`src/rtl/mr_scoreboard.sv`:
```
// Register-hazard scoreboard between decode and ALU: per-register pending-write
// counters, an in-flight limit, and a combinational issue ready.
module mr_scoreboard #(
  parameter int CNT_BITS     = 2,
  parameter int MAX_INFLIGHT = 4,
  localparam int IW          = $clog2(MAX_INFLIGHT + 1)
) (
  input  logic          clk,
  input  logic          rst_n,
  input  logic          id_valid,
  input  logic [4:0]    id_rs1,
  input  logic [4:0]    id_rs2,
  input  logic          id_rs1_used,
  input  logic          id_rs2_used,
  input  logic [4:0]    id_rd,
  input  logic          id_rd_we,
  input  logic          alu_ready,
  output logic          id_ready,
  input  logic          wb_valid,
  input  logic [4:0]    wb_reg,
  input  logic          flush,
  output logic [31:0]   pending_mask,
  output logic [IW-1:0] inflight,
  output logic          busy,
  output logic          err_underflow
);

  localparam logic [CNT_BITS-1:0] CNT_MAX = '1;
  localparam logic [IW-1:0]       INF_MAX = IW'(MAX_INFLIGHT);

  logic [CNT_BITS-1:0] cnt_q [32];
  logic [CNT_BITS-1:0] cnt_d [32];
  logic [IW-1:0]       inflight_q, inflight_d;
  logic                err_q, err_d;

  logic raw1, raw2, sat, full, rd_counted;
  logic issue_cnt, retire_req, retire_ok;

  // Hazards look only at registered state, so a retire never bypasses into the same cycle.
  always_comb begin
    rd_counted = id_rd_we && (id_rd != 5'd0);
    raw1       = id_rs1_used && (id_rs1 != 5'd0) && (cnt_q[id_rs1] != '0);
    raw2       = id_rs2_used && (id_rs2 != 5'd0) && (cnt_q[id_rs2] != '0);
    sat        = rd_counted && (cnt_q[id_rd] == CNT_MAX);
    full       = rd_counted && (inflight_q == INF_MAX);
    id_ready   = alu_ready && !flush && !raw1 && !raw2 && !sat && !full;
    issue_cnt  = id_valid && id_ready && rd_counted;
    retire_req = wb_valid && (wb_reg != 5'd0) && !flush;
    retire_ok  = retire_req && (cnt_q[wb_reg] != '0);
  end

  always_comb begin
    for (int r = 0; r < 32; r++) begin
      cnt_d[r] = cnt_q[r];
    end
    inflight_d = inflight_q;
    err_d      = err_q || (retire_req && !retire_ok);

    if (flush) begin
      for (int r = 0; r < 32; r++) begin
        cnt_d[r] = '0;
      end
      inflight_d = '0;
    end else begin
      for (int r = 1; r < 32; r++) begin
        if (issue_cnt && (id_rd == 5'(r)) && !(retire_ok && (wb_reg == 5'(r)))) begin
          cnt_d[r] = cnt_q[r] + CNT_BITS'(1);
        end else if (retire_ok && (wb_reg == 5'(r)) && !(issue_cnt && (id_rd == 5'(r)))) begin
          cnt_d[r] = cnt_q[r] - CNT_BITS'(1);
        end
      end
      case ({issue_cnt, retire_ok})
        2'b10:   inflight_d = inflight_q + IW'(1);
        2'b01:   inflight_d = inflight_q - IW'(1);
        default: inflight_d = inflight_q;
      endcase
    end
    cnt_d[0] = '0;
  end

  always_ff @(posedge clk or negedge rst_n) begin
    if (!rst_n) begin
      for (int r = 0; r < 32; r++) begin
        cnt_q[r] <= '0;
      end
      inflight_q <= '0;
      err_q      <= 1'b0;
    end else begin
      for (int r = 0; r < 32; r++) begin
        cnt_q[r] <= cnt_d[r];
      end
      inflight_q <= inflight_d;
      err_q      <= err_d;
    end
  end

  always_comb begin
    pending_mask = '0;
    for (int r = 1; r < 32; r++) begin
      pending_mask[r] = (cnt_q[r] != '0);
    end
  end

  assign inflight      = inflight_q;
  assign busy          = (inflight_q != '0);
  assign err_underflow = err_q;

endmodule

```
`config.mk`:
```
export PLATFORM = sky130hd
export DESIGN_NAME = mr_scoreboard
export DESIGN_NICKNAME = d
export VERILOG_FILES = /design/src/rtl/mr_scoreboard.sv
export SDC_FILE = /design/constraint.sdc
export NUM_CORES = 1
export LEC_CHECK = 0
export CORE_MARGIN = 3
export CORE_UTILIZATION = 59
export CTS_BUF_LIST = sky130_fd_sc_hd__clkbuf_4
export CTS_CLUSTER_SIZE = 24
export DETAILED_ROUTE_END_ITERATION = 6
export GPL_TIMING_DRIVEN = 0
export PLACE_DENSITY_LB_ADDON = 0.3
export SYNTH_ARGS = -nofsm -noshare
export SYNTH_HDL_FRONTEND = slang
export SYNTH_SLANG_ARGS = --single-unit
export TNS_END_PERCENT = 30
```
`constraint.sdc`:
```
create_clock -name clk -period 4.24 [get_ports clk]
set_clock_uncertainty 0.1 [all_clocks]
set_input_delay 0.424 -clock clk [delete_from_list [all_inputs] [get_ports clk]]
set_output_delay 0.424 -clock clk [all_outputs]
set_load 0.01 [all_outputs]
```
Word-level counts from Yosys, hierarchy flattened
Cells that the tools add are included.
{"block": "classes", "n_reduce_logical": 282, "addsub": 64, "n_mux": 77, "bitwise_logic": 4, "eq_ne": 66, "n_lt_le_gt_ge": 4}
{"cell": "5-bit == test (second input constant)", "count": 32}
{"cell": "1-bit logical AND", "count": 142}
{"cell": "2-bit two-way mux", "count": 70}
{"cell": "3-bit nonzero test", "count": 33}
{"cell": "5-bit by 4-bit == test with 1-bit output (second input constant)", "count": 16}
{"cell": "1-bit logical NOT", "count": 68}
{"cell": "2-bit nonzero test", "count": 34}
{"cell": "2-bit by 1-bit adder with 2-bit output (second input constant)", "count": 31}
{"cell": "62-bit two-way mux", "count": 1}
{"cell": "2-bit by 1-bit subtractor with 2-bit output (second input constant)", "count": 31}
{"cell": "2-bit binary-select mux with 5-bit select", "count": 4}
{"cell": "5-bit by 3-bit == test with 1-bit output (second input constant)", "count": 8}
{"cell": "6-bit greater-or-equal comparator (second input constant)", "count": 4}
{"cell": "5-bit NOT with 6-bit output", "count": 4}
{"cell": "5-bit by 2-bit == test with 1-bit output (second input constant)", "count": 4}
{"cell": "5-bit nonzero test", "count": 4}
{"cell": "5-bit by 1-bit == test with 1-bit output (second input constant)", "count": 2}
{"cell": "3-bit one-hot mux with 2 select lines", "count": 1}
{"cell": "2-bit == test (second input constant)", "count": 2}
{"cell": "3-bit by 1-bit adder with 3-bit output (second input constant)", "count": 1}
{"cell": "3-bit == test (second input constant)", "count": 1}
{"cell": "3-bit two-way mux", "count": 1}
{"cell": "3-bit by 1-bit subtractor with 3-bit output (second input constant)", "count": 1}
{"cell": "2-bit by 1-bit == test with 1-bit output (second input constant)", "count": 1}
{"cell": "1-bit logical OR", "count": 1}
{"block": "totals", "elab_cells": 530, "register_bits": 66, "output_inout_bits": 38, "input_bits": 29}

Logic depth before layout (Yosys ltp)
{"block": "depth", "ltp_word": 19, "ltp_mapped": 16, "depth_no_buf": 14}

Least setup slack after synthesis
Ideal clock, no wire load.
{"block": "synth_timing", "path_kind": "input-to-reg", "startpoint": "input wb_reg[1]", "endpoint": "register inflight_q[1], in the netlist inflight[1]", "setup_slack_ps": 887, "stages": 13, "setup_time_ps": 123, "t_required_ps": 4017, "t_arrival_ps": 3130, "path_cell_list": "buf_6 > mux4_1 > mux4_2 > or2_1 > buf_6 > and2_1 > clkbuf_1 > nor2_1 > fa_1 > nand2_1 > nor2_1 > o211ai_1 > nand2_1"}
{"block": "synth_between", "elab_chain_cells": 9, "word_cells_on_any_way": 14}
{"item": "start, declared", "line": "20", "rtl": "input logic [4:0] wb_reg,"}
{"item": "5-bit NOT with 6-bit output (implied by the code)", "line": "49", "rtl": "retire_ok = retire_req && (cnt_q[wb_reg] != '0);"}
{"item": "2-bit binary-select mux with 5-bit select", "line": "49"}
{"item": "2-bit two-way mux (implied by the code) (2 in a row)", "line": "49"}
{"item": "2-bit nonzero test", "line": "49"}
{"item": "1-bit logical AND *", "line": "49"}
{"item": "2-bit by 1-bit == test with 1-bit output or 2-bit == test (tied branches)", "line": "72", "rtl": "case ({issue_cnt, retire_ok})"}
{"item": "3-bit one-hot mux with 2 select lines", "line": "72"}
{"item": "3-bit two-way mux", "line": "59", "rtl": "if (flush) begin"}
{"item": "end signal, assigned", "line": "92", "rtl": "inflight_q <= inflight_d;"}
{"item": "end, declared", "line": "33", "rtl": "logic [IW-1:0] inflight_q, inflight_d;"}
Every way passes the cells marked *; elsewhere a longest branch is shown, timed or not. The select of a mux whose other input is x is not followed.
A chain may end at the register's enable or synchronous reset.

Final worst setup path
{"block": "layout_timing", "startpoint": "input id_rd[0]", "endpoint": "output id_ready"}
{"block": "layout_between", "elab_chain_cells": 9, "word_cells_on_any_way": 13}
{"item": "start, declared", "line": "15", "rtl": "input logic [4:0] id_rd,"}
{"item": "5-bit NOT with 6-bit output (implied by the code)", "line": "44", "rtl": "sat = rd_counted && (cnt_q[id_rd] == CNT_MAX);"}
{"item": "2-bit binary-select mux with 5-bit select", "line": "44"}
{"item": "2-bit two-way mux (implied by the code) (2 in a row)", "line": "44"}
{"item": "2-bit == test", "line": "44"}
{"item": "1-bit logical AND", "line": "44"}
{"item": "1-bit logical NOT", "line": "46", "rtl": "id_ready = alu_ready && !flush && !raw1 && !raw2 && !sat && !full;"}
{"item": "1-bit logical AND", "line": "46"}
{"item": "1-bit logical AND *", "line": "46"}
{"item": "end, declared", "line": "18", "rtl": "output logic id_ready,"}
Marked as above.

==> results.sh <==
export IMPL_outcome="finished, violations left"
export IMPL_violations="DRC, hold timing"
export IMPL_die_area_um2=11300
export IMPL_yosysWarnings=0
export IMPL_critical_path_most_common_cell="clkdlybuf4s50_1"
export IMPL_clkPwrFrac_pct=35.2
export IMPL_n_antenna_cell=0
export IMPL_final_area_um2=6880
export IMPL_rsz0062_at_grt="false"
export IMPL_clock_latency_ns=0.43
export IMPL_synth_flop_cell="dfrtp_1"
export IMPL_vias=7098
export IMPL_p_sw_w=0.000447
export IMPL_dpl_hpwl_um=18700
export IMPL_clk_path_buf_depth=2
export IMPL_worstPathCellList="clkdlybuf4s50_1 -> buf_2 -> mux4_1 -> mux2i_1 -> nor3_1 -> a41oi_1 -> nand3_1 -> a311oi_1 -> clkdlybuf4s50_1"
export IMPL_stdcell_count=957
export IMPL_avgSynthCellArea_um2=7.94
export IMPL_die_w_um=107
export IMPL_fin_setup_tns_ns=0
export IMPL_track_usage_pct=45.7
export IMPL_leakagePower_nw=2.90
export IMPL_cts_root_buffer="clkbuf_4"
export IMPL_period_needed_ns=4.18
export IMPL_syn_num_nets=781
export IMPL_worst_setup_path_end_kind="output pin"
export IMPL_grt_ovfl_total=0
export IMPL_htreeDepth=3
export IMPL_ys_ff_latch=66
export IMPL_worst_hold_path_type="input pin to async pin"
export IMPL_critPathKind="input pin to output pin"
export IMPL_dr_first_iter_drc_count=973
export IMPL_crit_family="buffers and inverters"
export IMPL_placedCellCount=942
export IMPL_antenna_left=0
export IMPL_antenna_found_initial=0
export IMPL_grt_max_degree=67
export IMPL_rows=36
export IMPL_slowest_stage="clkdlybuf4s50_1"
export IMPL_setup_violations_final=0
export IMPL_vdd_drop_max_mv=0.168
export IMPL_grt_pass1_wl_um=38500
export IMPL_cts_tree="done"
export IMPL_powerDensity_nw_per_um2=201
export IMPL_slew_headroom_pct=23.8
export IMPL_portBuffers=58
export IMPL_p_seq_share_pct=45.9
export IMPL_clock_sinks=66
export IMPL_final_max_slew_viol_count=0
export IMPL_hold_buffers=0
export IMPL_required_ns=3.72
export IMPL_seq_area_frac_synth_pct=27.7
export IMPL_netlist_area_um2=5960
export IMPL_power_frac_comb_pct=18.9
export IMPL_swShare_pct=32.4
export IMPL_wl_per_cell_um=26.8
export IMPL_cp_arrival_ns=3.66
export IMPL_io_pins=67
export IMPL_crit_buf_inv=3
export IMPL_slowest_delay_ns=0.62
export IMPL_viasPerCell=7.42
export IMPL_post_cts_buffers=0
export IMPL_drv_cap=0
export IMPL_start_util_pct=60.7
export IMPL_layout_drive_gt1_share_pct=8.86
export IMPL_drc=59
export IMPL_syn2layout_area_growth_pct=15.4
export IMPL_fin_util_pct=70.1
export IMPL_grt_pass1_vias=6731
export IMPL_worstMarginPinSlew_ns=1.13
export IMPL_synthArstFlopShare_pct=100
export IMPL_cp_start_kind="input pin"
export IMPL_cts_buffers=9
export IMPL_synth_distinct_cells=65
export IMPL_synth_edf_count=0
export IMPL_placed_area_um2=6710
export IMPL_postSynthCellCount=751
export IMPL_core_um2=9820
export IMPL_final_nets=850
export IMPL_cts_resized=3
export IMPL_die_h_um=107
export IMPL_crit_fanout=10
export IMPL_whs_ns=-0.0189
export IMPL_routed_wl_um=25700
export IMPL_intPower_w=0.000933
export IMPL_first_pass_iters=7
export IMPL_gpl_final_weighted_congestion=1.06
export IMPL_final_hold_viol_count=6
export IMPL_fmax_mhz=239
export IMPL_clkSlewWorstSetupHoldPaths_ns=0.12
export IMPL_period_share_pct=98.7
-- placed cells by master, fill, tap and decap left out, types with 6 or more instances in the layout --
master           count
nor2_1              83
dfrtp_1             66
nand2_1             60
clkdlybuf4s50_1     57
inv_1               43
clkbuf_1            39
nor3_1              32
nand3_1             30
a21oi_1             29
o21ai_0             28
mux4_2              21
nand4_1             21
o211ai_1            20
a31oi_1             19
and3_1              19
xor2_1              19
nor2b_1             16
nand2b_1            14
o2111ai_1           13
buf_2               12
nor3b_1             12
nor4_1              11
or3_1               11
clkbuf_4             9
o22ai_1              8
xnor2_1              8
or2_2                7
o31ai_1              7
mux2i_1              7
and2_1               6
-- power groups by stage --
stage | registers (W) | clock network, W | logic (W)
floorplan | 0.000645 | 0 | 0.000128
global placement | 0.000645 | 0 | 0.000241
detailed placement | 0.000645 | 0 | 0.000244
CTS | 0.000633 | 0.000481 | 0.000245
global route | 0.000633 | 0.000510 | 0.000268
finish | 0.000633 | 0.000487 | 0.000261
-- state kept, by name (all words and copies together) (netlist names) --
| name | flops |
|---|---|
| cnt_q | 62 |
| err_underflow | 1 |
| inflight | 3 |
-- area by class of cell --
| type | count | area (um^2) |
|---|---|---|
| tap | 133 | 166 |
| clock buffer | 9 | 67.6 |
| fill | 824 | 2940 |
| multi-input combinational | 584 | 3920 |
| buffer | 57 | 250 |
| timing repair buffer | 58 | 578 |
| sequential | 66 | 1650 |
| inverter | 44 | 165 |
| clock inverter | 6 | 82.6 |
-- Yosys cell counts (all sizes together) (4+ instances only) --
master | n | area share, %
or2 | 8 | 0.84
mux2i | 7 | 1.2
and4 | 5 | 0.73
a21o | 4 | 0.50
clkbuf | 40 | 2.5
o31ai | 7 | 0.88
o311ai | 5 | 0.73
mux2 | 4 | 0.76
o221ai | 4 | 0.59
a311oi | 4 | 0.59
dfrtp | 66 | 28
or3 | 13 | 1.5
xor2 | 19 | 2.8
nor4b | 5 | 0.73
inv | 43 | 2.7
nor2b | 16 | 1.7
nand4 | 21 | 2.2
nor3b | 12 | 1.5
nor3 | 33 | 2.8
buf | 17 | 1.6
mux4 | 23 | 8.8
a211oi | 4 | 0.50
xnor2 | 8 | 1.2
nand2b | 14 | 1.5
nor2 | 85 | 5.4
o22ai | 8 | 0.84
o41ai | 5 | 0.73
and3 | 19 | 2.0
o211ai | 20 | 2.5
o2111ai | 13 | 1.9
nand3 | 31 | 2.6
nand2 | 60 | 3.8
and2 | 6 | 0.63
nor4 | 12 | 1.4
a31oi | 19 | 2.0
o21ai | 29 | 2.4
a21oi | 29 | 2.4
a221oi | 4 | 0.59
-- metrics by stage --
stage | setup slack [ns] | total power, W | hold slack (ns)
final | 0.0557 | 0.00138 | -0.0189
after global routing | 0.0305 | 0.00141 | 0.0290
after CTS | 0.0852 | 0.00136 | 0.0290
after detailed placement | -0.471 | 0.000889 | 0.389
after global placement | -0.528 | 0.000886 | 0.379
after floorplan | 0.887 | 0.000773 | 0.0284
-- path summary, 6_finish.rpt --
check,start,to,slack [ns],cells past startpoint
min reg2reg,err_underflow,err_underflow,0.43,1
max,id_rd[0],id_ready,0.06,9
min,rst_n,cnt_q[61],-0.02,1
max in group asynchronous,rst_n,cnt_q[22],3.43,1
min in group clk,err_underflow,err_underflow,0.43,1
max reg2reg,cnt_q[40],inflight[2],0.14,12
-- cells by family after synthesis --
family | Yosys count | share of synthesized area (%)
XOR/XNOR | 27 | 3.97
flip-flops | 66 | 27.7
AO/OA/AOI/OAI | 175 | 20.3
other | 1 | 0.0629
adder cells (fa/ha/maj) | 1 | 0.336
AND/OR/NAND/NOR | 346 | 30.0
multiplexers | 34 | 10.7
buffers and inverters | 101 | 6.91
-- per-layer routing --
layer  up-vias  wire length, um  GRT usage, %
met2       696            10700          67.8
met4         0             1960          30.0
met3       173             4180          15.2
met5         -                0             0
li1       2935                -             -
met1      3294             8790          56.8
Power figures use the tool's default switching activity.
